### src/rtl/rstack_arbiter_if.sv
// Request/grant bundle between the two return-stack requesters and the arbiter.
// master drives requests (sequencer/datapath side); slave is the arbiter.
interface rstack_arbiter_if #(
    parameter int unsigned DATA_WIDTH = 16
);
    logic                  seq_req;
    logic                  seq_op;
    logic [DATA_WIDTH-1:0] seq_wdata;
    logic                  seq_gnt;
    logic [DATA_WIDTH-1:0] seq_rdata;

    logic                  dp_req;
    logic [1:0]            dp_op;
    logic [DATA_WIDTH-1:0] dp_wdata;
    logic                  dp_gnt;
    logic [DATA_WIDTH-1:0] dp_rdata;

    modport master (
        output seq_req, seq_op, seq_wdata, dp_req, dp_op, dp_wdata,
        input  seq_gnt, seq_rdata, dp_gnt, dp_rdata
    );

    modport slave (
        input  seq_req, seq_op, seq_wdata, dp_req, dp_op, dp_wdata,
        output seq_gnt, seq_rdata, dp_gnt, dp_rdata
    );
endinterface

### src/rtl/rstack_arbiter.sv
// Round-robin arbiter and sequencer for the return stack: serialises sequencer and datapath
// requests into push/pop strobes, tracks depth and records the first overflow/underflow.
module rstack_arbiter #(
    parameter int unsigned DATA_WIDTH = 16,
    parameter int unsigned DEPTH_BITS = 10
) (
    input  logic                  write_clock,
    input  logic                  reset,
    rstack_arbiter_if.slave       req_if,
    output logic [DATA_WIDTH-1:0] rs_data_o,
    output logic                  rs_push_o,
    output logic                  rs_pop_o,
    input  logic [DATA_WIDTH-1:0] rs_q_i,
    output logic [DEPTH_BITS:0]   depth_o,
    output logic                  err_o,
    output logic [1:0]            err_code_o
);

    typedef enum logic [1:0] {StIdle, StExec, StRead} state_e;
    // Encoding matches dp_op so a datapath request latches directly.
    typedef enum logic [1:0] {OpPush = 2'b00, OpPop = 2'b01, OpPeek = 2'b10, OpDrop = 2'b11} op_e;

    localparam logic                OwnSeq       = 1'b0;
    localparam logic                OwnDp        = 1'b1;
    localparam logic [1:0]          ErrNone      = 2'b00;
    localparam logic [1:0]          ErrOverflow  = 2'b01;
    localparam logic [1:0]          ErrUnderflow = 2'b10;
    localparam logic [DEPTH_BITS:0] MaxDepth     = {1'b1, {DEPTH_BITS{1'b0}}};

    state_e                state_q, state_d;
    op_e                   op_q, op_d;
    logic                  owner_q, owner_d;
    logic                  last_owner_q, last_owner_d;
    logic [DATA_WIDTH-1:0] wdata_q, wdata_d;
    logic [DATA_WIDTH-1:0] seq_rdata_q, seq_rdata_d;
    logic [DATA_WIDTH-1:0] dp_rdata_q, dp_rdata_d;
    logic [DEPTH_BITS:0]   depth_q, depth_d;
    logic                  err_q, err_d;
    logic [1:0]            err_code_q, err_code_d;

    logic done;
    logic rs_push;
    logic rs_pop;
    logic pick_dp;
    logic is_full;
    logic is_empty;

    assign is_full  = (depth_q == MaxDepth);
    assign is_empty = (depth_q == '0);
    // On a tie, serve whoever was not served last.
    assign pick_dp  = req_if.dp_req && (!req_if.seq_req || (last_owner_q == OwnSeq));

    always_comb begin
        state_d      = state_q;
        op_d         = op_q;
        owner_d      = owner_q;
        last_owner_d = last_owner_q;
        wdata_d      = wdata_q;
        seq_rdata_d  = seq_rdata_q;
        dp_rdata_d   = dp_rdata_q;
        depth_d      = depth_q;
        err_d        = err_q;
        err_code_d   = err_code_q;
        done         = 1'b0;
        rs_push      = 1'b0;
        rs_pop       = 1'b0;

        unique case (state_q)
            StIdle: begin
                if (req_if.seq_req || req_if.dp_req) begin
                    owner_d      = pick_dp;
                    last_owner_d = pick_dp;
                    op_d         = pick_dp ? op_e'(req_if.dp_op)
                                           : (req_if.seq_op ? OpPop : OpPush);
                    wdata_d      = pick_dp ? req_if.dp_wdata : req_if.seq_wdata;
                    state_d      = StExec;
                end
            end
            StExec: begin
                if (op_q == OpPush) begin
                    done    = 1'b1;
                    state_d = StIdle;
                    if (!is_full) begin
                        rs_push = 1'b1;
                        depth_d = depth_q + 1'b1;
                    end else begin
                        err_d = 1'b1;
                        if (err_code_q == ErrNone) err_code_d = ErrOverflow;
                    end
                end else if (is_empty) begin
                    done  = 1'b1;
                    state_d = StIdle;
                    err_d = 1'b1;
                    if (err_code_q == ErrNone) err_code_d = ErrUnderflow;
                    if (owner_q == OwnSeq) seq_rdata_d = '0;
                    else                   dp_rdata_d  = '0;
                end else begin
                    state_d = StRead;
                end
            end
            StRead: begin
                // rs_q has settled: the last strobe was at least two cycles ago.
                done    = 1'b1;
                state_d = StIdle;
                if (op_q != OpPeek) begin
                    rs_pop  = 1'b1;
                    depth_d = depth_q - 1'b1;
                end
                if (owner_q == OwnSeq)    seq_rdata_d = rs_q_i;
                else if (op_q != OpDrop)  dp_rdata_d  = rs_q_i;
            end
            default: state_d = StIdle;
        endcase
    end

    always_ff @(posedge write_clock) begin
        if (reset) begin
            state_q      <= StIdle;
            op_q         <= OpPush;
            owner_q      <= OwnSeq;
            last_owner_q <= OwnDp;
            wdata_q      <= '0;
            seq_rdata_q  <= '0;
            dp_rdata_q   <= '0;
            depth_q      <= '0;
            err_q        <= 1'b0;
            err_code_q   <= ErrNone;
        end else begin
            state_q      <= state_d;
            op_q         <= op_d;
            owner_q      <= owner_d;
            last_owner_q <= last_owner_d;
            wdata_q      <= wdata_d;
            seq_rdata_q  <= seq_rdata_d;
            dp_rdata_q   <= dp_rdata_d;
            depth_q      <= depth_d;
            err_q        <= err_d;
            err_code_q   <= err_code_d;
        end
    end

    assign req_if.seq_gnt   = done && (owner_q == OwnSeq);
    assign req_if.dp_gnt    = done && (owner_q == OwnDp);
    assign req_if.seq_rdata = seq_rdata_d;
    assign req_if.dp_rdata  = dp_rdata_d;

    assign rs_data_o  = wdata_q;
    assign rs_push_o  = rs_push;
    assign rs_pop_o   = rs_pop;
    assign depth_o    = depth_q;
    assign err_o      = err_q;
    assign err_code_o = err_code_q;

endmodule

### src/flat_wrapper.sv
// flat-port wrapper written by rule: the top's interface ports become plain ports
module rstack_arbiter_flat 
#(
    parameter int unsigned DATA_WIDTH = 16,
    parameter int unsigned DEPTH_BITS = 10
)
  (write_clock, reset, rs_data_o, rs_push_o, rs_pop_o, rs_q_i, depth_o, err_o, err_code_o, req_if_seq_req, req_if_seq_op, req_if_seq_wdata, req_if_dp_req, req_if_dp_op, req_if_dp_wdata, req_if_seq_gnt, req_if_seq_rdata, req_if_dp_gnt, req_if_dp_rdata);
  rstack_arbiter_if #(.DATA_WIDTH(DATA_WIDTH)) req_if_i ();
  input  logic write_clock;
  input  logic reset;
  output logic [DATA_WIDTH-1:0] rs_data_o;
  output logic rs_push_o;
  output logic rs_pop_o;
  input  logic [DATA_WIDTH-1:0] rs_q_i;
  output logic [DEPTH_BITS:0] depth_o;
  output logic err_o;
  output logic [1:0] err_code_o;
  input wire logic [$bits(req_if_i.seq_req)-1:0] req_if_seq_req;
  input wire logic [$bits(req_if_i.seq_op)-1:0] req_if_seq_op;
  input wire logic [$bits(req_if_i.seq_wdata)-1:0] req_if_seq_wdata;
  input wire logic [$bits(req_if_i.dp_req)-1:0] req_if_dp_req;
  input wire logic [$bits(req_if_i.dp_op)-1:0] req_if_dp_op;
  input wire logic [$bits(req_if_i.dp_wdata)-1:0] req_if_dp_wdata;
  output wire logic [$bits(req_if_i.seq_gnt)-1:0] req_if_seq_gnt;
  output wire logic [$bits(req_if_i.seq_rdata)-1:0] req_if_seq_rdata;
  output wire logic [$bits(req_if_i.dp_gnt)-1:0] req_if_dp_gnt;
  output wire logic [$bits(req_if_i.dp_rdata)-1:0] req_if_dp_rdata;
  assign req_if_i.seq_req = req_if_seq_req;
  assign req_if_i.seq_op = req_if_seq_op;
  assign req_if_i.seq_wdata = req_if_seq_wdata;
  assign req_if_i.dp_req = req_if_dp_req;
  assign req_if_i.dp_op = req_if_dp_op;
  assign req_if_i.dp_wdata = req_if_dp_wdata;
  assign req_if_seq_gnt = req_if_i.seq_gnt;
  assign req_if_seq_rdata = req_if_i.seq_rdata;
  assign req_if_dp_gnt = req_if_i.dp_gnt;
  assign req_if_dp_rdata = req_if_i.dp_rdata;
  rstack_arbiter #(.DATA_WIDTH(DATA_WIDTH), .DEPTH_BITS(DEPTH_BITS)) u_core (.write_clock(write_clock), .reset(reset), .req_if(req_if_i), .rs_data_o(rs_data_o), .rs_push_o(rs_push_o), .rs_pop_o(rs_pop_o), .rs_q_i(rs_q_i), .depth_o(depth_o), .err_o(err_o), .err_code_o(err_code_o));
endmodule
### config.mk
export PLATFORM = sky130hd
export DESIGN_NAME = rstack_arbiter_flat
export DESIGN_NICKNAME = d
export VERILOG_FILES = /design/src/rtl/rstack_arbiter_if.sv /design/src/rtl/rstack_arbiter.sv /design/src/flat_wrapper.sv
export SDC_FILE = /design/constraint.sdc
export NUM_CORES = 1
export LEC_CHECK = 0
export CAP_MARGIN = 20
export CELL_PAD_IN_SITES_DETAIL_PLACEMENT = 0
export CELL_PAD_IN_SITES_GLOBAL_PLACEMENT = 1
export CORE_ASPECT_RATIO = 0.6
export CORE_MARGIN = 5
export CORE_UTILIZATION = 36
export DETAILED_ROUTE_END_ITERATION = 12
export PLACE_DENSITY_LB_ADDON = 0.08
export SLEW_MARGIN = 20
export SYNTH_ARGS = -nofsm -noshare
export SYNTH_HDL_FRONTEND = slang
export SYNTH_SLANG_ARGS = --single-unit
### constraint.sdc
create_clock -name write_clock -period 6 [get_ports write_clock]
set_input_delay 1.2 -clock write_clock [delete_from_list [all_inputs] [get_ports write_clock]]
set_output_delay 1.2 -clock write_clock [all_outputs]
set_load 0.02 [all_outputs]
==> results_dict.tcl, run 1 <==
set metrics [dict create \
    hold_viol_final 0 \
    crit_end "req_if_dp_rdata[11]" \
    tns_ns 0 \
    clock_skew_ns 0.006531 \
    cp_top_family "buffers and inverters" \
    gr-total-overflow 0 \
    die_w_um 137.4 \
    start_kind "register" \
    dp_hpwl_um 6966 \
    seqPwrFrac 0.378 \
    drc_errors 0 \
    clk_latency_ns 0.33 \
    reg2reg_slack_ns 2.98 \
    vias 3266 \
    status "finished clean" \
    die_h_um 86.46 \
    p_int_w 0.0009677 \
    timing.rr.end "u_core.depth_o[10]" \
    p_comb_frac 0.167 \
    power.density_nw_per_um2 253.0 \
    h-tree-depth 3 \
    path_class "register to primary output" \
    period_needed_ns 4.459 \
    clock_sinks 68 \
    yosysWarnings 0 \
    path_common_cell "inv_1" \
    synth_seq_area_share 0.3882 \
    grt_pass1_vias 3133 \
    path_depth 7 \
    place_area_um2 4770 \
    row_count 27 \
    hp-class "register to register" \
    worstHoldStart "u_core.rs_data_o[1]" \
    antenna_cells 0 \
    final_area_um2 5107 \
    cp.required_ns 4.80 \
    cts_resized 0 \
    port_buffers 120 \
    cp-end-kind "primary output" \
    drive_gt1_frac 0.07724 \
    path_buf_inv 4 \
    p_clk_frac 0.455 \
    syn_inst 388 \
    syn2layout_area_growth_pct 45.63 \
    synth_area_leaders "dfxtp_1 39%, a32o_1 9.1%, nor2b_1 7.1%" \
    core_area_um2 9324 \
    gp_congestion 0.8442 \
    clk_pin_slew_ns 0.06 \
    final_max_slew_viol_count 0 \
    cts-root-buf "clkbuf_16" \
    drtIter0Drc 235 \
    synth.distinct_cells 57 \
    initial_core_util 0.3761 \
    cts_hold_buffers 0 \
    power_switching_w 0.0003245 \
    die-area_um2 11880 \
    avgSynthCellArea_um2 9.039 \
    first_pass_iters 4 \
    synth_commonest_cells "68 x dfxtp_1, 40 x nor2_1, 40 x nor2b_1" \
    cp_max_fo 16 \
    worst_pin_slew_ns 0.8217 \
    track_usage 0.1737 \
    total_leakage_power_nw 1.794 \
    relSlewSlack 0.4504 \
    wl_per_cell_um 15.95 \
    critPathLaunch "u_core.state_q[0]" \
    hold_ws_ns 0.4980 \
    finalSetupViolCount 0 \
    rr_worst_depth 11 \
    crit_slowest_cell "clkdlybuf4s50_1" \
    synth_ff_type "dfxtp_1" \
    yosysTopAreaCell "dfxtp_1" \
    synth.cell_area_um2 3507 \
    fmax_mhz 224.3 \
    via_per_inst 5.251 \
    postCtsSetupRepairBufs 0 \
    synthesis.nets 448 \
    p_sw_frac 0.2511 \
    grt_max_degree 73 \
    tritoncts "yes" \
    clk_path_buf_depth 2 \
    grt_antenna_before_repair 0 \
    critical_path.cell_chain "inv_1 -> ha_1 -> inv_1 -> nor2_1 -> buf_6 -> a32o_1 -> clkdlybuf4s50_1" \
    cts_buffers 9 \
    yosysMostFrequentCell "dfxtp_1" \
    ioPinCount 121 \
    synth_enable_flop_cells 0 \
    utilization 0.5478 \
    grt_first_pass_wirelength_um 16310 \
    final.period_utilization 0.7432 \
    antenna_left 0 \
    nNetsFinal 548 \
    peakVddDrop_mv 0.1453 \
    crit_path_max_incr_delay_ns 0.61 \
    worstReg2RegStart "u_core.state_q[0]" \
    synthArstFlopShare 0 \
    synth-seq-cells 68 \
    arrival_ns 3.26 \
    rsz0062_at_grt "no" \
    synth_top_area_frac 0.3882 \
    wirelength_um 9921 \
    cap_viol_max_count 0 \
]
## routing by layer
layer,wire [um],global-route usage,part of all wire,up-vias
met3,876,0.07135,0.088,9
li1,-,-,-,1647
met5,0,0,0,-
met1,4968,0.2450,0.50,1504
met2,3953,0.2385,0.40,106
met4,122,0.05525,0.012,0
## cells by family (layout without fill, tap and decap cells)
kind of cell             after synthesis  after routing  share of synthesized area
AO/OA/AOI/OAI                        114            114                     0.2590
XOR/XNOR                               8              8                    0.01998
adder cells (fa/ha/maj)                5              5                    0.01784
buffers and inverters                 45            149                    0.05280
flip-flops                            68             68                     0.3882
multiplexers                          21             21                    0.06100
AND/OR/NAND/NOR                      127            127                     0.2012
## power by group through the flow
| stage | clock network (W) | logic (W) | registers [W] |
|---|---|---|---|
| 6_report | 0.000588 | 0.000216 | 0.000489 |
| 3_5_place_dp | 0 | 0.000218 | 0.000498 |
| 3_3_place_gp | 0 | 0.000216 | 0.000497 |
| 5_1_grt | 0.000623 | 0.000237 | 0.000492 |
| 4_1_cts | 0.000604 | 0.000218 | 0.000489 |
| 2_1_floorplan | 0 | 0.000103 | 0.000512 |
## how the worst min path moves through the flow
stage | slack (ns) | cells after the start | end
2_1_floorplan | 0.49 | 2 | u_core.state_q[1]
3_3_place_gp | 0.48 | 2 | u_core.err_code_o[0]
3_5_place_dp | 0.49 | 2 | u_core.rs_data_o[9]
4_1_cts | 0.50 | 2 | u_core.rs_data_o[9]
5_1_grt | 0.51 | 2 | u_core.rs_data_o[9]
6_report | 0.50 | 2 | u_core.rs_data_o[1]
## metrics by stage
step                      total power, W  std cells  setup slack, ns
final                           0.001292        622            1.541
after global routing            0.001352        622            1.273
after CTS                       0.001311        622            1.249
after detailed placement       0.0007157        607            1.623
after global placement         0.0007133        606            1.695
after floorplan                0.0006152        388            2.909
## worst reg2reg max path, delay by kind of cell (launching register included)
family | cells | cell delay [ns]
AOI/OAI and AO/OA | 4 | 0.85
buffers and inverters | 2 | 0.44
adders and majority gates | 2 | 0.38
and+or+nand+nor | 1 | 0.38
muxes | 1 | 0.35
DFF | 1 | 0.31
xor gates and xnor gates | 1 | 0.19
## cell usage in the layout (no fill, tap or decap), drive strengths merged, types with 3 or more instances in the layout
| cell type | instances |
|---|---|
| clkdlybuf4s50 | 119 |
| or3 | 6 |
| a32o | 32 |
| a21o | 3 |
| nor4 | 4 |
| o211ai | 3 |
| clkbuf | 12 |
| nor3 | 5 |
| a21oi | 14 |
| nand2 | 8 |
| mux2i | 18 |
| nor2b | 40 |
| buf | 7 |
| a211o | 3 |
| nor2 | 40 |
| nand2b | 3 |
| o22ai | 3 |
| a211oi | 18 |
| nor3b | 4 |
| xnor2 | 4 |
| inv | 8 |
| nand3 | 7 |
| ha | 5 |
| o21ai | 10 |
| mux2 | 3 |
| a31oi | 10 |
| xor2 | 4 |
| dfxtp | 68 |
## state kept, by name, indices dropped and copies added (netlist names)
signal	flops
u_core.dp_rdata_q	16
u_core.rs_data_o	16
u_core.seq_rdata_q	16
u_core.depth_o	11
u_core.err_code_o	2
u_core.op_q	2
u_core.state_q	2
u_core.err_o	1
u_core.last_owner_q	1
u_core.owner_q	1
## cell type report
class | instances | area (um^2)
clock buffer | 12 | 266.5
fill | 861 | 4217
inverter | 8 | 30.03
sequential | 68 | 1361
timing repair buffer | 126 | 1245
multi-input combinational | 275 | 1973
clock inverter | 3 | 68.82
tap | 130 | 162.7
Power figures use the tool's default switching activity.
==> inputs of run 2 (changes only) <==
Settings changed: CORE_UTILIZATION 36 to 33.
Clock period 6 ns to 4.2 ns, I/O delays scaled along.
==> run 2 against run 1 <==
Core utilization shrank 5.9 points. Final area increased by 0.29%. Cell count grew 2.4%. Clock power up 32%. Register-to-register slack lost 1.6 ns. Die area rose by 8.2%. Clock-buffer cell count decreased by 1. Largest power group unchanged. Critical path depth shrank 1. Via count is 2.1% higher.
==> results_dict.tcl, run 2 (same netlist as run 1, synthesis figures left out) <==
set metrics [dict create \
    drtIter0Drc 221 \
    clk_latency_ns 0.33 \
    rsz0062_at_grt "no" \
    hold_viol_final 0 \
    cts_buffers 9 \
    crit_path_max_incr_delay_ns 0.56 \
    clk_pin_slew_ns 0.06 \
    antenna_left 0 \
    via_per_inst 5.234 \
    grt_max_degree 51 \
    antenna_cells 0 \
    cap_viol_max_count 0 \
    power_switching_w 0.0004797 \
    fmax_mhz 275.2 \
    first_pass_iters 4 \
    grt_first_pass_wirelength_um 16840 \
    row_count 29 \
    hp-class "register to register" \
    fillers 1003 \
    fin_ws_ns 0.5658 \
    seqPwrFrac 0.389 \
    path_buf_inv 2 \
    hold_ws_ns 0.5007 \
    clock_skew_ns 0.005331 \
    die_w_um 143.1 \
    wl_per_cell_um 16.52 \
    core_area_um2 10490 \
    worst_pin_slew_ns 1.017 \
    final.period_utilization 0.8653 \
    dp.cells 621 \
    worstHoldStart "u_core.rs_data_o[14]" \
    tns_ns 0 \
    postCtsSetupRepairBufs 0 \
    p_sw_frac 0.2676 \
    grt_pass1_vias 3237 \
    cp-end-kind "primary output" \
    cts_resized 0 \
    peakVddDrop_mv 0.2604 \
    nNetsFinal 553 \
    path_class "register to primary output" \
    track_usage 0.1609 \
    period_needed_ns 3.634 \
    place_area_um2 4811 \
    syn2layout_area_growth_pct 46.06 \
    cp.required_ns 3.36 \
    wirelength_um 10520 \
    cts-root-buf "clkbuf_16" \
    die-area_um2 12860 \
    final_max_slew_viol_count 0 \
    status "finished clean" \
    final_area_um2 5122 \
    initial_core_util 0.3344 \
    relSlewSlack 0.3178 \
    critPathLaunch "u_core.depth_o[4]" \
    drive_gt1_frac 0.08434 \
    total_leakage_power_nw 1.800 \
    p_clk_frac 0.434 \
    critical_path.cell_chain "nor4_2 -> nand4_1 -> a221o_1 -> buf_4 -> a32o_1 -> clkdlybuf4s50_1" \
    clock_sinks 68 \
    fin_cells 637 \
    die_h_um 89.86 \
    tritoncts "yes" \
    start_kind "register" \
    cp_max_fo 16 \
    dp_worst_setup_slack_ns 0.9004 \
    mostFrequentLayoutCell "clkdlybuf4s50_1" \
    crit_slowest_cell "clkdlybuf4s50_1" \
    cts_hold_buffers 0 \
    h-tree-depth 3 \
    finalSetupViolCount 0 \
    clk_path_buf_depth 2 \
    power.density_nw_per_um2 349.9 \
    final_cell_mix "119 x clkdlybuf4s50_1, 68 x dfxtp_1, 40 x nor2_1" \
    vias 3334 \
    port_buffers 120 \
    p_int_w 0.001313 \
    p_comb_frac 0.176 \
    dp_hpwl_um 7489 \
    grt_antenna_before_repair 0 \
    gr-total-overflow 0 \
    ioPinCount 121 \
    worstReg2RegStart "u_core.state_q[0]" \
    cp_top_family "buffers and inverters" \
    gp_congestion 0.7799 \
    arrival_ns 2.79 \
    drc_errors 0 \
]
==> run 2: metrics by stage <==
step | utilization | power [W]
after global placement | 0.4588 | 0.001026
after global routing | 0.4885 | 0.001881
final | 0.4885 | 0.001793
after floorplan | - | 0.0008788
after detailed placement | 0.4588 | 0.001029
after CTS | 0.4885 | 0.001819
==> run 2: power by group through the flow <==
stage	combinational [W]	clock (W)	sequential (W)
floorplan	0.000147	0	0.000732
global placement	0.000316	0	0.000710
detailed placement	0.000318	0	0.000712
CTS	0.000319	0.000802	0.000698
global route	0.000347	0.000831	0.000703
finish	0.000316	0.000778	0.000698
==> run 2: area by class of cell <==
class                           count  area (um^2)  area share
Clock buffer                       11        252.7     0.04934
Clock inverter                      5        58.81     0.01148
Timing Repair Buffer              131         1279      0.2496
Multi-Input combinational cell    275         1967      0.3840
Tap cell                          139        173.9     0.03395
Inverter                            8        30.03    0.005862
Sequential cell                    68         1361      0.2658
==> run 2: worst paths after layout <==
path,end,slack (ns),cells past startpoint
worst max-delay path,req_if_dp_rdata[6],0.57,6
worst min-delay path,u_core.rs_data_o[14],0.50,2
worst max register to register,u_core.depth_o[10],1.35,8
worst min register to register,u_core.rs_data_o[14],0.50,2
==> run 2: worst register-to-register path, delay by kind of cell, from the launching register on <==
| kind | cells | cell delay, ns |
|---|---|---|
| buffers and inverters | 1 | 0.12 |
| adders and majority gates | 1 | 0.50 |
| muxes | 1 | 0.36 |
| DFF | 1 | 0.31 |
| AOI/OAI and AO/OA | 3 | 0.74 |
| and+or+nand+nor | 2 | 0.71 |
==> run 2: metal layers <==
metal,track usage,up-vias,share of wire
li1,-,1656,-
met1,0.2183,1555,0.49
met2,0.2363,113,0.41
met3,0.06469,10,0.091
met4,0.04351,0,0.0097
met5,0,-,0
==> inputs of run 3 (changes only) <==
Settings changed: CAP_MARGIN 20 to 40, CORE_UTILIZATION 33 to 30.
==> run 3 against run 2 <==
Combinational power rose by 2%. Final area rose by 1.6%. First-iteration DRC count fell by 12%. Die area rose by 9.1%. Clock skew fell by 0.00089 ns. Fmax barely moved. Via count fell by 0.75%. Critical endpoint is now req_if_dp_rdata[12]. Largest cell class unchanged. Largest power group unchanged.
==> results_dict.tcl, run 3 (same netlist as run 1, synthesis figures left out) <==
set metrics [dict create \
    dp_hpwl_um 7536 \
    whs_endpoint "u_core.rs_data_o[4]" \
    nNetsFinal 556 \
    wl_per_cell_um 15.97 \
    cts_hold_buffers 0 \
    worstReg2RegStart "u_core.state_q[0]" \
    cts_resized 0 \
    syn2layout_area_growth_pct 48.34 \
    dp.cells 643 \
    cts_buffers 9 \
    finalSetupViolCount 0 \
    core_area_um2 11370 \
    mostFrequentLayoutCell "clkdlybuf4s50_1" \
    relSlewSlack 0.6229 \
    antenna_left 0 \
    clock_skew_ns 0.004440 \
    hold_ws_ns 0.5016 \
    rsz0062_at_grt "no" \
    tritoncts "yes" \
    first_pass_iters 4 \
    cp.required_ns 3.36 \
    cap_viol_max_count 0 \
    timing.rr.end "u_core.depth_o[10]" \
    worstHoldPathCells 2 \
    track_usage 0.1485 \
    clk_path_buf_depth 2 \
    die_w_um 149.6 \
    cp-end-kind "primary output" \
    gr-total-overflow 0 \
    vias 3309 \
    status "finished clean" \
    ioPinCount 121 \
    worst_pin_slew_ns 0.5656 \
    dp_worst_setup_slack_ns 0.9038 \
    utilization 0.4574 \
    hp-class "register to register" \
    cp_max_fo 16 \
    die_h_um 93.75 \
    postCtsSetupRepairBufs 0 \
    fmax_mhz 275.3 \
    die-area_um2 14020 \
    initial_core_util 0.3084 \
    clk_latency_ns 0.32 \
    start_kind "register" \
    peakVddDrop_mv 0.1935 \
    antenna_cells 0 \
    hold_viol_final 0 \
    seq_area_um2 1361 \
    worstHoldStart "u_core.rs_data_o[4]" \
    total_leakage_power_nw 1.829 \
    final.period_utilization 0.8647 \
    reg2reg_slack_ns 1.18 \
    drtIter0Drc 194 \
    grt_max_degree 45 \
    arrival_ns 2.79 \
    drc_errors 0 \
    gp_congestion 0.7651 \
    multiInputGateArea_um2 1967 \
    cts-root-buf "clkbuf_16" \
    period_needed_ns 3.632 \
    clk_pin_slew_ns 0.06 \
    h-tree-depth 3 \
    rr_worst_depth 11 \
    drive_gt1_frac 0.08583 \
    fillers 1089 \
    final_cell_mix "119 x clkdlybuf4s50_1, 68 x dfxtp_1, 40 x nor2_1" \
    grt_pass1_vias 3104 \
    row_count 30 \
    tns_ns 0 \
    final_max_slew_viol_count 0 \
    fin_cells 661 \
    power.density_nw_per_um2 351.4 \
    clock_sinks 68 \
    via_per_inst 5.006 \
    path_class "register to primary output" \
    grt_first_pass_wirelength_um 16570 \
    wirelength_um 10560 \
    grt_antenna_before_repair 0 \
    fin_ws_ns 0.5682 \
    port_buffers 120 \
]
run 3: report_power, final:
| part | total, W | switching [W] | internal [W] |
|---|---|---|---|
| Combinational | 0.000321 | 0.000169 | 0.000152 |
| Sequential | 0.000698 | 0.0000253 | 0.000673 |
| Clock | 0.000809 | 0.000273 | 0.000535 |
run 3: how the worst max path moves through the flow:
stage	end	from
after floorplan	u_core.depth_o[10]	u_core.state_q[0]
after global placement	req_if_dp_rdata[12]	u_core.depth_o[0]
after detailed placement	req_if_dp_rdata[6]	u_core.state_q[0]
after CTS	req_if_dp_rdata[12]	u_core.state_q[0]
after global routing	req_if_dp_rdata[15]	u_core.state_q[0]
final	req_if_dp_rdata[12]	u_core.state_q[0]
run 3: metal layers:
layer | global-route usage | share of wire | up-vias
met5 | 0 | 0 | -
met4 | 0.04570 | 0.012 | 0
met3 | 0.06557 | 0.099 | 12
met2 | 0.1932 | 0.38 | 133
met1 | 0.2150 | 0.51 | 1500
li1 | - | - | 1664
run 3: metrics by stage:
step / power (W) / cell area (um^2)
final: 0.001828 / 5202
after global routing: 0.001915 / 5202
after CTS: 0.001851 / 5164
after detailed placement: 0.001028 / 4845
after global placement: 0.001028 / 4845
after floorplan: 0.0008788 / 3507
run 3: final cells by class:
| cell class | count | share of cell area |
|---|---|---|
| clock inverter | 4 | 0.01395 |
| clock buffer | 12 | 0.04738 |
| multi-input combinational | 275 | 0.3781 |
| sequential | 68 | 0.2617 |
| inverter | 8 | 0.005772 |
| tap | 160 | 0.03848 |
| timing repair buffer | 134 | 0.2547 |
run 3: worst max-delay path, cell delays in order, from the launching register on:
cell             delay, ns
dfxtp_1               0.31
inv_1                 0.12
ha_1                  0.53
inv_1                 0.11
buf_4                 0.20
nor2_1                0.11
buf_4                 0.24
a32o_1                0.23
clkdlybuf4s50_1       0.62
==> patch 1 (settings of run 3) <==
Re-encode `state_e` (3 states) as one-hot, 3 bits wide.
--- a/src/rtl/rstack_arbiter.sv
+++ b/src/rtl/rstack_arbiter.sv
@@ -18,3 +18,3 @@
 
-    typedef enum logic [1:0] {StIdle, StExec, StRead} state_e;
+    typedef enum logic [2:0] {StIdle = 3'b001, StExec = 3'b010, StRead = 3'b100} state_e;
     // Encoding matches dp_op so a datapath request latches directly.
Formal check against the unedited RTL: no difference found for any inputs over 4 cycles, from zero or initial values and one cycle with reset high; so few cycles prove little.
==> patch 1 against run 3 <==
- highest routed layer unchanged
- final cell count is 8.2% lower
- sequential share of layout area increased by 1.8 points
- routed wire length decreased by 9.4%
- power down 4.3%
- synthesized area fell by 6.3%
- utilization rose by 0.65 points
- worst setup slack lost 0.20 ns
- sequential cell count is 1 higher
- design area decreased by 5.2%
- hold slack worse by 0.054 ns
- combinational power shrank 23%
- critical path depth fell by 1
- largest power group unchanged
==> patch 1: results <==
{
  "nFillCells": 1031,
  "drive_gt1_share_pct": 7.26,
  "seq_area_frac_synth_pct": 42.0,
  "grt_first_pass_wirelength_um": 15900,
  "vias_per_cell": 4.94,
  "synthTopCellsByArea": "dfxtp_1 42%, a22o_1 13%, mux2i_1 5.8%",
  "synthMuxAreaShare_pct": 6.13,
  "synth_nets": 412,
  "outcome": "finished, final reports clean",
  "path_delay_family": "compound AO/OA/AOI/OAI gates",
  "power_leakage_uw": 0.00188,
  "synth_fa_ha_area_share_pct": 4.04,
  "wl_per_cell_um": 15.7,
  "wl_met2_um": 3940,
  "min-delay-start": "u_core.err_o",
  "drtIter0Drc": 141,
  "grtUsageMet3_pct": 5.02,
  "min_to": "u_core.err_o",
  "peakVddDrop_mv": 0.211,
  "place_area_um2": 4620,
  "holdWs_ns": 0.447,
  "reg2reg_slack_ns": 1.23,
  "dp_cells": 591,
  "crit_fanout": 18,
  "synth_common_cells": "69 x dfxtp_1, 48 x a22o_1, 42 x nor2_1",
  "worstPathArrival_ns": 2.99,
  "grt_usage_pct": 14.5,
  "globalRouteMet2Util_pct": 20.6,
  "worst_pin_slew_ns": 0.837,
  "p_sw_uw": 425
}
## patch 1: changes by cell type after synthesis, moves of 4 or more
cell,change
nor3_1,+5
xor2_1,-4
ha_1,+4
or3_1,-6
buf_2,-7
nor2b_1,-16
a31oi_1,-7
a32o_1,-32
o21a_1,+6
o21ai_0,-4
nand3_1,-6
a22o_1,+47
clkbuf_1,-11
## patch 1: cells by family (layout without fill, tap and decap cells)
kind of cell,after synthesis,in the layout
compound gates,111,111
xor+xnor,4,4
fa+ha+maj,10,10
buf+inv,30,151
flops,69,69
mux,20,20
simple gates,103,103
## patch 1: cell type report
type	count	area, um2	share of cell area [%]
repair buffers	128	1260	25.5
well taps	139	174	3.53
clock inverters	7	90.1	1.83
clock buffers	9	225	4.57
multi-input cells	248	1780	36.0
flip-flops and latches	69	1380	28.0
inverters	7	26.3	0.533
## patch 1: worst min-delay path: stages (launching register included)
cell and delay (ns):
dfxtp_1 0.31, inv_1 0.05, a21oi_1 0.05
==> patch 2 (flow settings as in run 3) <==
Made on the original files. `DATA_WIDTH` is set to 16 in 3 places; all go to 32.
--- a/src/rtl/rstack_arbiter_if.sv
+++ b/src/rtl/rstack_arbiter_if.sv
@@ -3,3 +3,3 @@
 interface rstack_arbiter_if #(
-    parameter int unsigned DATA_WIDTH = 16
+    parameter int unsigned DATA_WIDTH = 32
 );
--- a/src/rtl/rstack_arbiter.sv
+++ b/src/rtl/rstack_arbiter.sv
@@ -3,3 +3,3 @@
 module rstack_arbiter #(
-    parameter int unsigned DATA_WIDTH = 16,
+    parameter int unsigned DATA_WIDTH = 32,
     parameter int unsigned DEPTH_BITS = 10
--- a/src/flat_wrapper.sv
+++ b/src/flat_wrapper.sv
@@ -3,3 +3,3 @@
 #(
-    parameter int unsigned DATA_WIDTH = 16,
+    parameter int unsigned DATA_WIDTH = 32,
     parameter int unsigned DEPTH_BITS = 10
Ports: changed (6 resized); port bits go from 121 to 217. No check against the original RTL was run, so the function may have changed too.
==> patch 2 against run 3 <==
- design area is 60% higher
- routed wire length is 70% higher
- synthesized area is 52% higher
- sequential cell count is 48 higher
- via count is 52% higher
- worst setup slack worse by 0.23 ns
- sequential share of layout area is 1.8 points higher
- power is 81% higher
- synthesized cell count is 48% higher
- critical path type unchanged
- critical endpoint is now req_if_dp_rdata[9]
- largest cell class unchanged
==> patch 2: results <==
{
  "synth_common_cells": "116 x dfxtp_1, 65 x and2_1, 64 x a22o_1",
  "nFillCells": 1627,
  "rr_worst_depth": 10,
  "reg2reg_slack_ns": 1.45,
  "inv_count": 7,
  "synthMuxAreaShare_pct": 6.60,
  "multi_input_area_um2": 2800,
  "clock_area_share_pct": 7.11,
  "critPathMaxStageDelay_ns": 0.58,
  "cts_buffers": 17,
  "globalRouteMet2Util_pct": 24.4,
  "outcome": "finished, final reports clean",
  "buffers": 230,
  "seq_power_share_pct": 36.9,
  "min_to": "u_core.rs_data_o[26]",
  "io_buffer_count": 216,
  "drtIter0Drc": 391,
  "synth-xor-area-share_pct": 1.80,
  "firstDrtPassIters": 5,
  "crit_fanout": 32,
  "num-clock-buffers": 19,
  "grt_max_degree": 52,
  "place_hpwl_um": 13100,
  "p_int_uw": 2320,
  "num_vias": 5014,
  "power_leakage_uw": 0.00315,
  "min-delay-start": "u_core.rs_data_o[26]",
  "ys_types": 60,
  "synthTopCellsByArea": "dfxtp_1 43%, a22o_1 10%, and2_1 7.6%",
  "wl_met3_um": 1670,
  "multi_input_comb_cells": 396,
  "grtUsageMet3_pct": 7.27
}
-- patch 2: cell types whose count changed in the layout (fill, tap and decap cells not counted), moves of 4 or more --
cell	change
clkbuf_16	+8
inv_6	+6
or3_1	-5
a211oi_1	+18
a32o_1	-31
nand2_1	+8
xnor2_1	+4
clkdlybuf4s50_1	+96
mux2i_1	+15
a22o_1	+63
and2_1	+64
nor2_1	+21
dfxtp_1	+48
nor2b_1	-36
-- patch 2: per-stage QoR --
stage | cells | cell area (um2) | total power, uW | setup WS, ns
floorplan | 573 | 5350 | 1570 | 1.50
global placement | 982 | 7700 | 1880 | 0.807
detailed placement | 983 | 7710 | 1890 | 0.769
CTS | 1015 | 8310 | 3360 | 0.310
global route | 1015 | 8310 | 3480 | 0.0977
finish | 1015 | 8310 | 3310 | 0.336
